## src/rtl/spi_bus_arbiter.sv

```systemverilog
// spi_bus_arbiter
//
// Lets two SPI masters (requester 0 = CPU, requester 1 = DMA/peripheral)
// share one SPI bus. A requester holds reqX high for its whole transaction.
// The bus is handed out round-robin when both ask at once. After every
// release a guard interval keeps chip select high before the next owner can
// drive the bus.
//
// Ports
//   clk, rst                  clock; asynchronous active-high reset
//   req0/req1                 bus requests, held for the whole transaction
//   sel0_n/sel1_n             requester chip selects (active-low)
//   mosi0/mosi1               requester serial data out
//   clk_en0/clk_en1           requester SPI clock enables
//   gnt0/gnt1                 grant indications (never both high)
//   spi_miso                  shared bus serial data in
//   miso0/miso1               per-requester serial data in (gated by grant)
//   spi_select                bus chip select, active-low, registered
//   spi_mosi                  bus serial data out, registered
//   spi_clk_enable            bus clock enable, registered
//   busy                      arbiter is not idle
//
// GUARD_CYCLES (1..15) sets the guard length. spi_select stays high for at
// least GUARD_CYCLES+1 cycles between two ownerships: GUARD_CYCLES cycles in
// GUARD plus one in IDLE.

module spi_bus_arbiter #(
    parameter int GUARD_CYCLES = 2
) (
    input  logic clk,
    input  logic rst,

    input  logic req0,
    input  logic sel0_n,
    input  logic mosi0,
    input  logic clk_en0,
    output logic gnt0,

    input  logic req1,
    input  logic sel1_n,
    input  logic mosi1,
    input  logic clk_en1,
    output logic gnt1,

    input  logic spi_miso,
    output logic miso0,
    output logic miso1,

    output logic spi_select,
    output logic spi_mosi,
    output logic spi_clk_enable,
    output logic busy
);

    typedef enum logic [1:0] {
        IDLE  = 2'd0,
        OWN0  = 2'd1,
        OWN1  = 2'd2,
        GUARD = 2'd3
    } state_t;

    // The counter is loaded with GUARD_CYCLES-1 and the FSM leaves GUARD on
    // the cycle the counter reads zero. That gives exactly GUARD_CYCLES
    // cycles in GUARD.
    localparam logic [3:0] GUARD_LOAD = 4'(GUARD_CYCLES - 1);

    state_t     state_q, state_d;
    logic       last_owner_q, last_owner_d;
    logic [3:0] guard_cnt_q, guard_cnt_d;
    logic       spi_select_q, spi_select_d;
    logic       spi_mosi_q, spi_mosi_d;
    logic       spi_clk_enable_q, spi_clk_enable_d;

    // Next-state and next-output logic. The bus outputs default to the
    // inactive pattern. Only a cycle that stays in OWNx passes the owner's
    // signals through. The entry edge into OWNx still registers the inactive
    // pattern, so the owner's select shows up one cycle after its grant.
    always_comb begin
        state_d          = state_q;
        last_owner_d     = last_owner_q;
        guard_cnt_d      = guard_cnt_q;
        spi_select_d     = 1'b1;
        spi_mosi_d       = 1'b0;
        spi_clk_enable_d = 1'b0;

        case (state_q)
            IDLE: begin
                if (req0 && req1) begin
                    // Round-robin: favour whoever did not own the bus last.
                    if (last_owner_q) begin
                        state_d      = OWN0;
                        last_owner_d = 1'b0;
                    end else begin
                        state_d      = OWN1;
                        last_owner_d = 1'b1;
                    end
                end else if (req0) begin
                    state_d      = OWN0;
                    last_owner_d = 1'b0;
                end else if (req1) begin
                    state_d      = OWN1;
                    last_owner_d = 1'b1;
                end
            end

            OWN0: begin
                if (req0) begin
                    spi_select_d     = sel0_n;
                    spi_mosi_d       = mosi0;
                    spi_clk_enable_d = clk_en0;
                end else begin
                    state_d     = GUARD;
                    guard_cnt_d = GUARD_LOAD;
                end
            end

            OWN1: begin
                if (req1) begin
                    spi_select_d     = sel1_n;
                    spi_mosi_d       = mosi1;
                    spi_clk_enable_d = clk_en1;
                end else begin
                    state_d     = GUARD;
                    guard_cnt_d = GUARD_LOAD;
                end
            end

            GUARD: begin
                // Requests are deliberately ignored here. A pending request
                // is picked up once the FSM is back in IDLE.
                if (guard_cnt_q == 4'd0) begin
                    state_d = IDLE;
                end else begin
                    guard_cnt_d = guard_cnt_q - 4'd1;
                end
            end

            default: begin
                state_d = IDLE;
            end
        endcase
    end

    // All state and the registered bus outputs live in one block. Reset is
    // asynchronous, so an in-flight transaction is cut off (select high)
    // without waiting for a clock edge. last_owner resets to 1 so that the
    // first contested grant goes to requester 0.
    always_ff @(posedge clk or posedge rst) begin
        if (rst) begin
            state_q          <= IDLE;
            last_owner_q     <= 1'b1;
            guard_cnt_q      <= 4'd0;
            spi_select_q     <= 1'b1;
            spi_mosi_q       <= 1'b0;
            spi_clk_enable_q <= 1'b0;
        end else begin
            state_q          <= state_d;
            last_owner_q     <= last_owner_d;
            guard_cnt_q      <= guard_cnt_d;
            spi_select_q     <= spi_select_d;
            spi_mosi_q       <= spi_mosi_d;
            spi_clk_enable_q <= spi_clk_enable_d;
        end
    end

    // Grants and busy are pure decodes of the state register. They are
    // therefore glitch-free, mutually exclusive and cleared at once by reset.
    assign gnt0 = (state_q == OWN0);
    assign gnt1 = (state_q == OWN1);
    assign busy = (state_q != IDLE);

    // Return data goes only to the current owner.
    assign miso0 = gnt0 & spi_miso;
    assign miso1 = gnt1 & spi_miso;

    assign spi_select     = spi_select_q;
    assign spi_mosi       = spi_mosi_q;
    assign spi_clk_enable = spi_clk_enable_q;

endmodule

```

## config.mk

```make
export PLATFORM = sky130hd
export DESIGN_NAME = spi_bus_arbiter
export DESIGN_NICKNAME = d
export VERILOG_FILES = /design/src/rtl/spi_bus_arbiter.sv
export SDC_FILE = /design/constraint.sdc
export NUM_CORES = 1
export LEC_CHECK = 0
export ABC_AREA = 1
export CAP_MARGIN = 5
export CORE_UTILIZATION = 50
export DETAILED_ROUTE_END_ITERATION = 6
export GPL_TIMING_DRIVEN = 0
export PLACE_DENSITY = 0.86
export SKIP_LAST_GASP = 1
export SLEW_MARGIN = 15
export SYNTH_ARGS = -nofsm -noshare
export SYNTH_HDL_FRONTEND = slang
export SYNTH_SLANG_ARGS = --single-unit
```

## constraint.sdc

```tcl
create_clock -name clk -period 3.9 [get_ports clk]
set_clock_uncertainty 0.15 [all_clocks]
set_input_delay 0.585 -clock clk [delete_from_list [all_inputs] [get_ports clk]]
set_output_delay 0.585 -clock clk [all_outputs]
set_load 0.02 [all_outputs]
```

==> key figures <==
Critical path
  • Crit end category: output pin
  • WS Path Type: input pin to output pin
  • CP startpoint kind: input pin
  • CP Data Required Time: 3.16 ns
  • R2R setup slack: around 2.3 ns
  • Worst Path Max Fanout: 2
  • WP data arrival: ~1.8 ns

Logic synthesis
  • Avg Cell Area, Syn: between 7 and 8 µm²
  • FFs w/ async S/R, synth: 100%
  • Synth top area cells: dfrtp_1 (28%), ha_1 (16%), nand2_1 (12%)
  • Top cells by count, synth: nand2_1 (23), inv_1 (14), nand3_1 (11)
  • Most used DFF post-synth: dfrtp_1
  • Net Count, Synth: approximately 110
  • Mapped Area: 704 µm²
  • Seq cells post-synth: 10
  • Post-synth EDFFs: 0
  • Most frequent cell after synthesis: nand2_1
  • Cell accounting for the most synthesized area: dfrtp_1
  • Syn. warnings: 0
  • Top cell type's share of synthesized area: 28.4%
  • Syn Inst Count: 93
  • Count of different cell masters after synthesis: 15
  • Sequential share of the synthesized area: between 30% and 40%

Clock network
  • Post-CTS sizing: 0
  • Sink Count: 10
  • Clk Latency, worst-skew pair: 0.27 ns
  • CTS root buf: clkbuf_4
  • Clk pin slew, worst setup/hold paths: ~0.060 ns
  • H-tree levels: 1
  • CTS Buffer Depth: 2
  • CTS tree: yes
  • Cts hold-fix bufs: 0
  • Postcts setup bufs: 0
  • Cts bufs inserted: 3

Timing
  • Slew Viols, Final: 0
  • FMAX: roughly 0.4 GHz
  • Setup repair after global routing missed its margin: false
  • Final setup margin: ~1.4 ns
  • Final hold vios: 0
  • Final period utilization: 64.1%
  • Worst Tran Pin Value: approximately 0.37 ns
  • Final setup viols: 0
  • Post-route setup TNS: 0 ns
  • Final min period: roughly 2.5 ns
  • Rel. slew slack: 75.2%

Route
  • Iter 0 DRT Violations: 15
  • Via count: 663
  • ANT nets after route: 0
  • Vias/cell: between 5 and 6
  • DRC: 0
  • Wire per inst: 11.2 µm
  • Final wirelength: around 1500 µm
  • DRT Pass-1 Iters: 4

Floorplan
  • Core Footprint: 1300 µm²
  • Total die area: 1560 µm²
  • Top-Level Pins: 19
  • Die Span X: between 30 and 40 µm
  • Initial Util: roughly 54%
  • FP Rows: 13
  • Die Span Y: 39.5 µm

Layout
  • Util after Layout: between 70% and 80%
  • Share of cells above drive strength 1: 11.3%
  • Layout fillers: 106
  • N_diodes: 0
  • Nets: 136
  • Area grow syn2layout: 33.4%
  • Post-Layout Cell Count: 130

Job
  • Max-cap viol count: 0

Pwr
  • Power Density: 827 nW/µm²
  • Total power: around 0.78 mW
  • Leakage: between 0.4 and 0.5 nW
  • Maximum VDD drop: around 0.48 mV

GRT
  • First-pass GRT wire length: between 2000 and 2500 µm
  • Grt total ovfl: 0
  • Vias in the first global route: about 570
  • Initial antenna violation count: 0
  • Overall Global Routing Usage: 22.0%
  • Pin count of the biggest net entering global routing: 11

Placed design
  • Setup slack at placement: between 1 and 1.5 ns
  • Detailed Place HPWL: approximately 1200 µm
  • Final Wtd Congestion: around 0.79
  • Port bufs: 18
  • DP Cell Count: ~130

Hold path
  • Hold WC Path Type: flip-flop to flip-flop

Run status
  • Status: completed
[where the power goes]
group / switching [mW] / internal (mW) / leakage (nW)
logic: 0.296 / 0.199 / 0.335
clock network: 0.0365 / 0.0567 / 0.0210
registers: 0.0327 / 0.156 / 0.126
[cells by family after synthesis]
group	after synthesis	share of synthesized area, %
XOR/XNOR	1	1.24
buffers and inverters	15	7.99
AND/OR/NAND/NOR	47	31.1
flip-flops	10	35.9
adder cells (fa/ha/maj)	9	16.0
AO/OA/AOI/OAI	11	7.81
[cell usage in the layout, fill, tap and decap left out, drive strengths merged]
| cell type | Yosys | routed |
|---|---|---|
| nand2 | 28 | 28 |
| xnor2 | 1 | 1 |
| ha | 9 | 9 |
| a21oi | 5 | 5 |
| nand3 | 12 | 12 |
| dfstp | 2 | 2 |
| dfrtp | 8 | 8 |
| clkbuf | 0 | 4 |
| clkdlybuf4s50 | 0 | 18 |
| inv | 15 | 15 |
| o21ai | 6 | 6 |
| nor2 | 7 | 7 |
[worst max-delay path: stages]
cell and delay [ns]:
clkdlybuf4s50_1 0.48, nand2_1 0.06, inv_1 0.05, clkdlybuf4s50_1 0.59
[layer usage]
layer  part of all wire, %  global-route usage, %
met5                     0                      0
met4                  0.41                   6.03
met3                   5.4                   8.52
met2                    51                   36.5
met1                    43                   26.0
[stage by stage]
step	hold WS, ns	area (µm²)
2_1_floorplan	0.274	704
4_1_cts	0.351	940
3_5_place_dp	0.338	903
6_report	0.351	940
5_1_grt	0.368	940
3_3_place_gp	0.333	903
[worst paths after layout]
kind                                                 start                    endpoint  cells after the start
worst max-delay path                              spi_miso                       miso1                      4
worst min-delay path            guard_cnt_q[0]$_DFFE_PP0P_  guard_cnt_q[0]$_DFFE_PP0P_                      2
worst max register to register      state_q[0]$_DFFE_PP0P_      state_q[1]$_DFFE_PP0P_                      8
worst min register to register  guard_cnt_q[0]$_DFFE_PP0P_  guard_cnt_q[0]$_DFFE_PP0P_                      2
max in group asynchronous                              rst    last_owner_q$_DFFE_PP1P_                      2
min in group asynchronous                              rst  guard_cnt_q[3]$_DFFE_PP0P_                      2
[layout make-up]
cell class / count / area [µm²] / area share (%)
Multi-Input combinational cell: 68 / 395 / 42.1
Timing Repair Buffer: 18 / 180 / 19.2
Inverter: 15 / 56.3 / 5.99
Clock buffer: 4 / 36.3 / 3.86
Sequential cell: 10 / 253 / 26.9
Tap cell: 15 / 18.8 / 2.00
[flip-flops by register name, summed over array words and instances (netlist names)]
| signal | flops |
|---|---|
| spi_select | 1 |
| guard_cnt_q | 4 |
| spi_clk_enable | 1 |
| last_owner_q | 1 |
| state_q | 2 |
| spi_mosi | 1 |
No activity file was read; power rests on OpenSTA's default activity.
